**config.mk**
```make
export PLATFORM = sky130hd
export DESIGN_NAME = secret_accum_pipe
export DESIGN_NICKNAME = d
export VERILOG_FILES = /design/src/rtl/secret_accum_pipe.sv
export SDC_FILE = /design/constraint.sdc
export NUM_CORES = 1
export LEC_CHECK = 0
export ABC_AREA = 1
export CAP_MARGIN = 30
export CORE_AREA = 2 2 221 223
export CTS_BUF_LIST = sky130_fd_sc_hd__clkbuf_2
export DETAILED_ROUTE_END_ITERATION = 6
export DIE_AREA = 0 0 223 225
export GPL_TIMING_DRIVEN = 0
export HOLD_SLACK_MARGIN = 0.12
export PLACE_DENSITY = 0.93
export REMOVE_ABC_BUFFERS = 1
export SYNTH_ARGS = -nofsm -noshare
export SYNTH_HDL_FRONTEND = slang
export SYNTH_SLANG_ARGS = --single-unit
export TNS_END_PERCENT = 1
```
**constraint.sdc**
```tcl
create_clock -name clk -period 6.8 [get_ports clk]
set_input_delay 2.04 -clock clk [delete_from_list [all_inputs] [get_ports clk]]
set_output_delay 2.04 -clock clk [all_outputs]
set_load 0.03 [all_outputs]
```
**src/rtl/secret_accum_pipe.sv**
```systemverilog
// NUM_CH independent unsigned accumulators (wrap/saturate, sticky overflow, sample counter)
// alongside a LAT-deep registered pass-through of {valid, data}.
module secret_accum_pipe #(
    parameter int NUM_CH = 4,
    parameter int IN_W   = 32,
    parameter int ACC_W  = 40,
    parameter int DATA_W = 129,
    parameter int LAT    = 2,
    parameter int CNT_W  = 16
) (
    input  logic                     clk,
    input  logic                     rst_n,
    input  logic                     in_valid,
    input  logic [NUM_CH*IN_W-1:0]   in_data,
    input  logic                     clr,
    input  logic                     sat_mode,
    output logic [NUM_CH*ACC_W-1:0]  accum_out,
    output logic [NUM_CH-1:0]        ovf,
    output logic [CNT_W-1:0]         sample_cnt,
    input  logic                     pass_valid_in,
    input  logic [DATA_W-1:0]        pass_in,
    output logic                     pass_valid_out,
    output logic [DATA_W-1:0]        pass_out
);

    localparam int ZEXT_W = ACC_W + 1 - IN_W;
    localparam logic [CNT_W-1:0] CNT_ONE = CNT_W'(1);

    logic [CNT_W-1:0]  cnt_r;
    logic [DATA_W-1:0] pipe_data_r [LAT];
    logic [LAT-1:0]    pipe_valid_r;

    for (genvar c = 0; c < NUM_CH; c++) begin : g_ch
        logic [ACC_W-1:0] acc_r;
        logic             ovf_r;
        logic [ACC_W-1:0] base_s;
        logic [ACC_W:0]   sum_s;
        logic [ACC_W-1:0] acc_nxt_s;
        logic             ovf_nxt_s;

        // Next-state for one channel: clear first, then add with carry-out detection.
        always_comb begin
            base_s    = clr ? {ACC_W{1'b0}} : acc_r;
            sum_s     = {1'b0, base_s} + {{ZEXT_W{1'b0}}, in_data[c*IN_W +: IN_W]};
            acc_nxt_s = base_s;
            ovf_nxt_s = clr ? 1'b0 : ovf_r;
            if (in_valid) begin
                if (sum_s[ACC_W]) begin
                    acc_nxt_s = sat_mode ? {ACC_W{1'b1}} : sum_s[ACC_W-1:0];
                    ovf_nxt_s = 1'b1;
                end else begin
                    acc_nxt_s = sum_s[ACC_W-1:0];
                end
            end else begin
                acc_nxt_s = base_s;
            end
        end

        // Channel accumulator and sticky overflow registers.
        always_ff @(posedge clk or negedge rst_n) begin
            if (!rst_n) begin
                acc_r <= {ACC_W{1'b0}};
                ovf_r <= 1'b0;
            end else begin
                acc_r <= acc_nxt_s;
                ovf_r <= ovf_nxt_s;
            end
        end

        assign accum_out[c*ACC_W +: ACC_W] = acc_r;
        assign ovf[c]                      = ovf_r;
    end

    // Accepted-sample counter; clear-then-add yields a count of one.
    always_ff @(posedge clk or negedge rst_n) begin
        if (!rst_n) begin
            cnt_r <= {CNT_W{1'b0}};
        end else if (clr) begin
            cnt_r <= in_valid ? CNT_ONE : {CNT_W{1'b0}};
        end else if (in_valid) begin
            cnt_r <= cnt_r + CNT_ONE;
        end else begin
            cnt_r <= cnt_r;
        end
    end

    // Free-running pass-through shift register; data moves regardless of valid.
    always_ff @(posedge clk or negedge rst_n) begin
        if (!rst_n) begin
            for (int i = 0; i < LAT; i++) begin
                pipe_data_r[i]  <= {DATA_W{1'b0}};
                pipe_valid_r[i] <= 1'b0;
            end
        end else begin
            pipe_data_r[0]  <= pass_in;
            pipe_valid_r[0] <= pass_valid_in;
            for (int i = 1; i < LAT; i++) begin
                pipe_data_r[i]  <= pipe_data_r[i-1];
                pipe_valid_r[i] <= pipe_valid_r[i-1];
            end
        end
    end

    assign sample_cnt     = cnt_r;
    assign pass_out       = pipe_data_r[LAT-1];
    assign pass_valid_out = pipe_valid_r[LAT-1];

endmodule

```
Yosys cells after proc, flatten, opt, wreduce, memory -nomap -nowiden
Index checks and enable logic that the tools add are counted.
Operators by class
  reductions and logical operators: 1
  multiplexer cells: 31
  add/subtract/negate cells: 5
Operator list (count)
  two-way mux 40 bit: 16
  adder 40 x 32 -> 41 bit: 4
  two-way mux 16 bit: 2
  adder 16 x 1 -> 16 bit (second input constant): 1
  two-way mux 1 bit: 13
  nonzero test 2 bit: 1
Word-level totals
  input port bits: 263
  output and inout bits: 310
  bits in registers: 440

Longest topological paths before layout
  depth after elaboration: 5
  depth in mapped cells: 22

Least setup slack after synthesis
No wires, ideal clock.
  path kind: input-to-reg
  start: in clr
  end: reg g_ch[3].acc_r[21]
  path slack: 2138 ps
  cell stages on the path: 20
  path buffers: 5
  data arrival time: 4575 ps
  setup time: 87 ps
  cell sequence: buf_6 > buf_2 > clkbuf_1 > clkbuf_1 > nor2_1 > ha_1 > inv_1 > fa_1 > inv_1 > nand3_1 > nand3_1 > nand2_1 > nand2_1 > nand2_1 > nand2_1 > nand2_1 > nand2_1 > nand3_2 > buf_6 > o211ai_1
Between the ends
  word-level cells in the longest chain between the ends: 5
RTL lines
  start, declared: line 15  | input logic clr,
  two-way mux 40 bit *: line 43  | base_s = clr ? {ACC_W{1'b0}} : acc_r;
  adder 40 x 32 -> 41 bit: line 44  | sum_s = {1'b0, base_s} + {{ZEXT_W{1'b0}}, in_data[c*IN_W +: IN_W]};
  two-way mux 40 bit: line 49  | acc_nxt_s = sat_mode ? {ACC_W{1'b1}} : sum_s[ACC_W-1:0];
  two-way mux 40 bit: line 48  | if (sum_s[ACC_W]) begin
  two-way mux 40 bit *: line 47  | if (in_valid) begin
  named net g_ch[3].acc_nxt_s[21]: line 38  | logic [ACC_W-1:0] acc_nxt_s;
  end signal, assigned: line 62  | acc_r <= {ACC_W{1'b0}};
  end signal, assigned: line 65  | acc_r <= acc_nxt_s;
  end, declared: line 34  | logic [ACC_W-1:0] acc_r;
The timed path passes the listed nets; every way through them passes the cells marked *.
A chain may end at the register's enable or synchronous reset.

Worst setup path in the final report
  start: in clr
  end: reg g_ch[2].acc_r[21]
Between the ends
  word-level cells in the longest chain between the ends: 5
RTL lines (line)
  two-way mux 40 bit *: 43
  adder 40 x 32 -> 41 bit: 44
  two-way mux 40 bit: 49
  two-way mux 40 bit: 48
  two-way mux 40 bit *: 47
  named net g_ch[2].acc_nxt_s[21]: 38
  end signal, assigned: 62
  end signal, assigned: 65
  end, declared: 34
Marks and branches as above.

==> impl_metrics.ini <==
[clocking]
post_cts_resized = 0
clockBufferDepth = 3
cts_setup_buffers = 0
clkTransAtPathRegs_ns = 0.11
htreeDepth = 3
clock-sinks = 440
cts_root_buf = clkbuf_2
tritoncts = built
cts_buffers = 110
cts_hold_buffers = 0
clkLatencyLatePin_ns = 1.19

[setup_path]
crit_start = clr
cp.required_ns = 7.86
reg2regPathDepth = 16
reg2reg_to = g_ch[1].acc_r[11]
critPathCaptureType = flip-flop
critical_path_class = in -> reg
setup.worst_path.end = g_ch[2].acc_r[21]
reg2reg_from = g_ch[1].acc_r[0]
crit_fanout = 78
startpoint_type = primary input
critical_path_arrival_ns = 5.68
r2r_slack_ns = 3.13

[run_status]
outcome = complete, no violations

[layout]
drive_gt1_share_pct = 5.921
fillers = 3766
nNetsFinal = 4754
utilization_pct = 70.93
seq_area_mm2 = 0.01101
syn2layout_area_growth_pct = 23.29
multi_input_area_mm2 = 0.01257

[power]
irDropWorstVdd_mv = 0.2110
cellLeakagePower_uw = 0.01793
power_density_mw_per_mm2 = 226.3

[sta]
hold_violations = 0
final_max_slew_viol_count = 0
fin_setup_tns_ns = 0
fmaxAchievable_mhz = 216.5
postLayoutSetupSlackWorst_ns = 2.180
setup_viol_count_final = 0
hold_slack_ns = 0.2910
tightest_slew_ns = 0.9530
rsz0062_at_grt = no
skew_ns = 0.09044
period_share_pct = 67.94
relSlewSlack_pct = 36.31
min_period_ns = 4.620

[drt]
routedWlPerCell_um = 18.64
drc = 0
via_count = 27180
vias_per_cell = 5.366
drtAntennaViolNets = 0
postRouteWirelength_um = 94410
drt-initial-drc-count = 2675
first_pass_iters = 6

[synth]
synth_area_per_cell_um2 = 7.075
syn-instance-count = 3866
yosys-top-cells-area = dfrtp_1 (40%), nand2_1 (18%), inv_1 (8.7%), ha_1 (5.9%), nor2_1 (5.7%)
synth_edf_count = 0
syn_area_mm2 = 0.02735
yosysTopAreaCellShare_pct = 40.26
yosys_warnings = 0
ys_types = 51
ys.flop_type = dfrtp_1
ys_seq_area_share_pct = 40.26
async_reset_ff_share_pct = 100.0
yosysTopAreaCell = dfrtp_1
synth-seq-cells = 440

[hold_path]
min_path_type = reg -> reg

[placement]
place.detailed.hpwl_um = 72330
io_buffers = 572
globalplace.congestion = 1.042
post-place-ws_ns = 1.064

[global_routing]
grt_pass1_wl_um = 143800
grt_pass1_vias = 26050
grt_usage_pct = 37.12
grt_max_degree = 116
overflow = 0
antenna_found_initial = 12

[floorplan]
die_h_um = 225
ios = 573
core_mm2 = 0.04755
fp-row-count = 80
die_w_um = 223
start_util_pct = 57.53
die_area_mm2 = 0.05018

[job]
cap_violations = 0
-- flip-flops by register name, indices dropped and copies added (netlist names) --
register      cells
g_ch.acc_r      160
g_ch.ovf_r        4
pass_out        129
pipe_data_r     129
pipe_valid_r      2
sample_cnt       16
-- cell usage in the layout, fill, tap and decap left out, types with 18 or more instances in the layout --
master,netlist,layout
xor2_1,25,25
ha_1,129,129
a21oi_1,121,121
xnor2_1,18,18
nor2_1,413,413
inv_1,631,631
or2_2,27,27
nand4_1,25,25
nand2_1,1284,1284
nand3b_1,25,25
nand3_1,287,287
clkdlybuf4s50_1,0,569
o211ai_1,41,41
dfrtp_1,440,440
clkbuf_2,0,163
nor3_1,23,23
clkinv_1,1,26
o21ai_0,54,54
-- final cells by class --
type,count,area share [%]
multi-input cells,2588,37.26
flip-flops and latches,440,32.65
repair buffers,581,17.71
inverters,637,7.109
clock buffers,163,2.419
well taps,615,2.282
clock inverters,33,0.5046
diodes,8,0.05936
-- worst max-delay path: stages --
cell and delay, ns:
buf_6 0.46, buf_16 0.35, nor2_1 0.13, ha_1 0.32
inv_1 0.12, fa_1 0.23, nor2_1 0.07, o21ai_0 0.15
nand2_1 0.14, nand2_1 0.09, nand2_1 0.15, nand2_1 0.09
nand2_1 0.10, nand2_2 0.52, nand3_1 0.33, nand2_1 0.17
nand2_1 0.06
-- power by group --
part           total (µW)  internal (µW)  switching [µW]
Combinational        2780           1020            1770
Clock                1840            658            1180
Sequential           3010           2850             157
-- cells in the mapped netlist, types with 4 or more instances --
| cell type | count |
|---|---|
| dfrtp_1 | 440 |
| nand4_1 | 25 |
| nor4_1 | 5 |
| xor2_1 | 25 |
| buf_4 | 134 |
| nor2_1 | 413 |
| nor2_2 | 14 |
| a21oi_1 | 121 |
| nand3b_1 | 25 |
| and2_1 | 8 |
| xnor2_1 | 18 |
| nand2_1 | 1284 |
| ha_1 | 129 |
| o21bai_1 | 16 |
| buf_1 | 14 |
| clkbuf_1 | 32 |
| buf_2 | 7 |
| or2_2 | 27 |
| o221ai_1 | 4 |
| nand3_1 | 287 |
| nor3_1 | 23 |
| nor3_2 | 7 |
| nand3_2 | 9 |
| fa_1 | 4 |
| buf_6 | 12 |
| inv_2 | 4 |
| o21ai_0 | 54 |
| inv_1 | 631 |
| a22oi_1 | 10 |
| o211ai_1 | 41 |
| nand2_2 | 9 |
-- per-layer routing --
metal,GRT usage (%),wire length (µm),up-vias
met5,0,30,-
met4,18.68,4817,6
met3,10.43,10310,316
met2,58.18,42390,1444
met1,47.30,36850,12550
li1,-,-,12870
-- how the worst min path moves through the flow --
stage                           startpoint       endpoint  slack (ns)  depth (start not counted)
final                     pipe_data_r[256]  pass_out[127]        0.29                          0
after global routing      pipe_data_r[131]    pass_out[2]        0.32                          0
after CTS                 pipe_data_r[131]    pass_out[2]        0.30                          0
after detailed placement  pipe_data_r[231]  pass_out[102]        0.33                          0
after global placement    pipe_data_r[159]   pass_out[30]        0.33                          0
after floorplan           pipe_data_r[129]    pass_out[0]        0.33                          0
-- cell families (layout without fill, tap and decap cells) --
| group | after synthesis | after routing | share of synthesized area [%] |
|---|---|---|---|
| other cells | 0 | 8 | 0 |
| compound gates | 262 | 262 | 5.613 |
| simple gates | 2150 | 2150 | 32.74 |
| xor+xnor | 43 | 43 | 1.377 |
| flops | 440 | 440 | 40.26 |
| buf+inv | 838 | 1414 | 13.82 |
| fa+ha+maj | 133 | 133 | 6.194 |
-- through the flow --
stage	std cells	cell area, µm²	total power (µW)
3_5_place_dp	4861	32720	5773
6_report	5065	33720	7631
5_1_grt	5062	33710	8057
4_1_cts	5057	33700	7623
2_1_floorplan	3665	25970	4636
3_3_place_gp	4852	32460	5720
No activity file was read; power rests on OpenSTA's default activity.
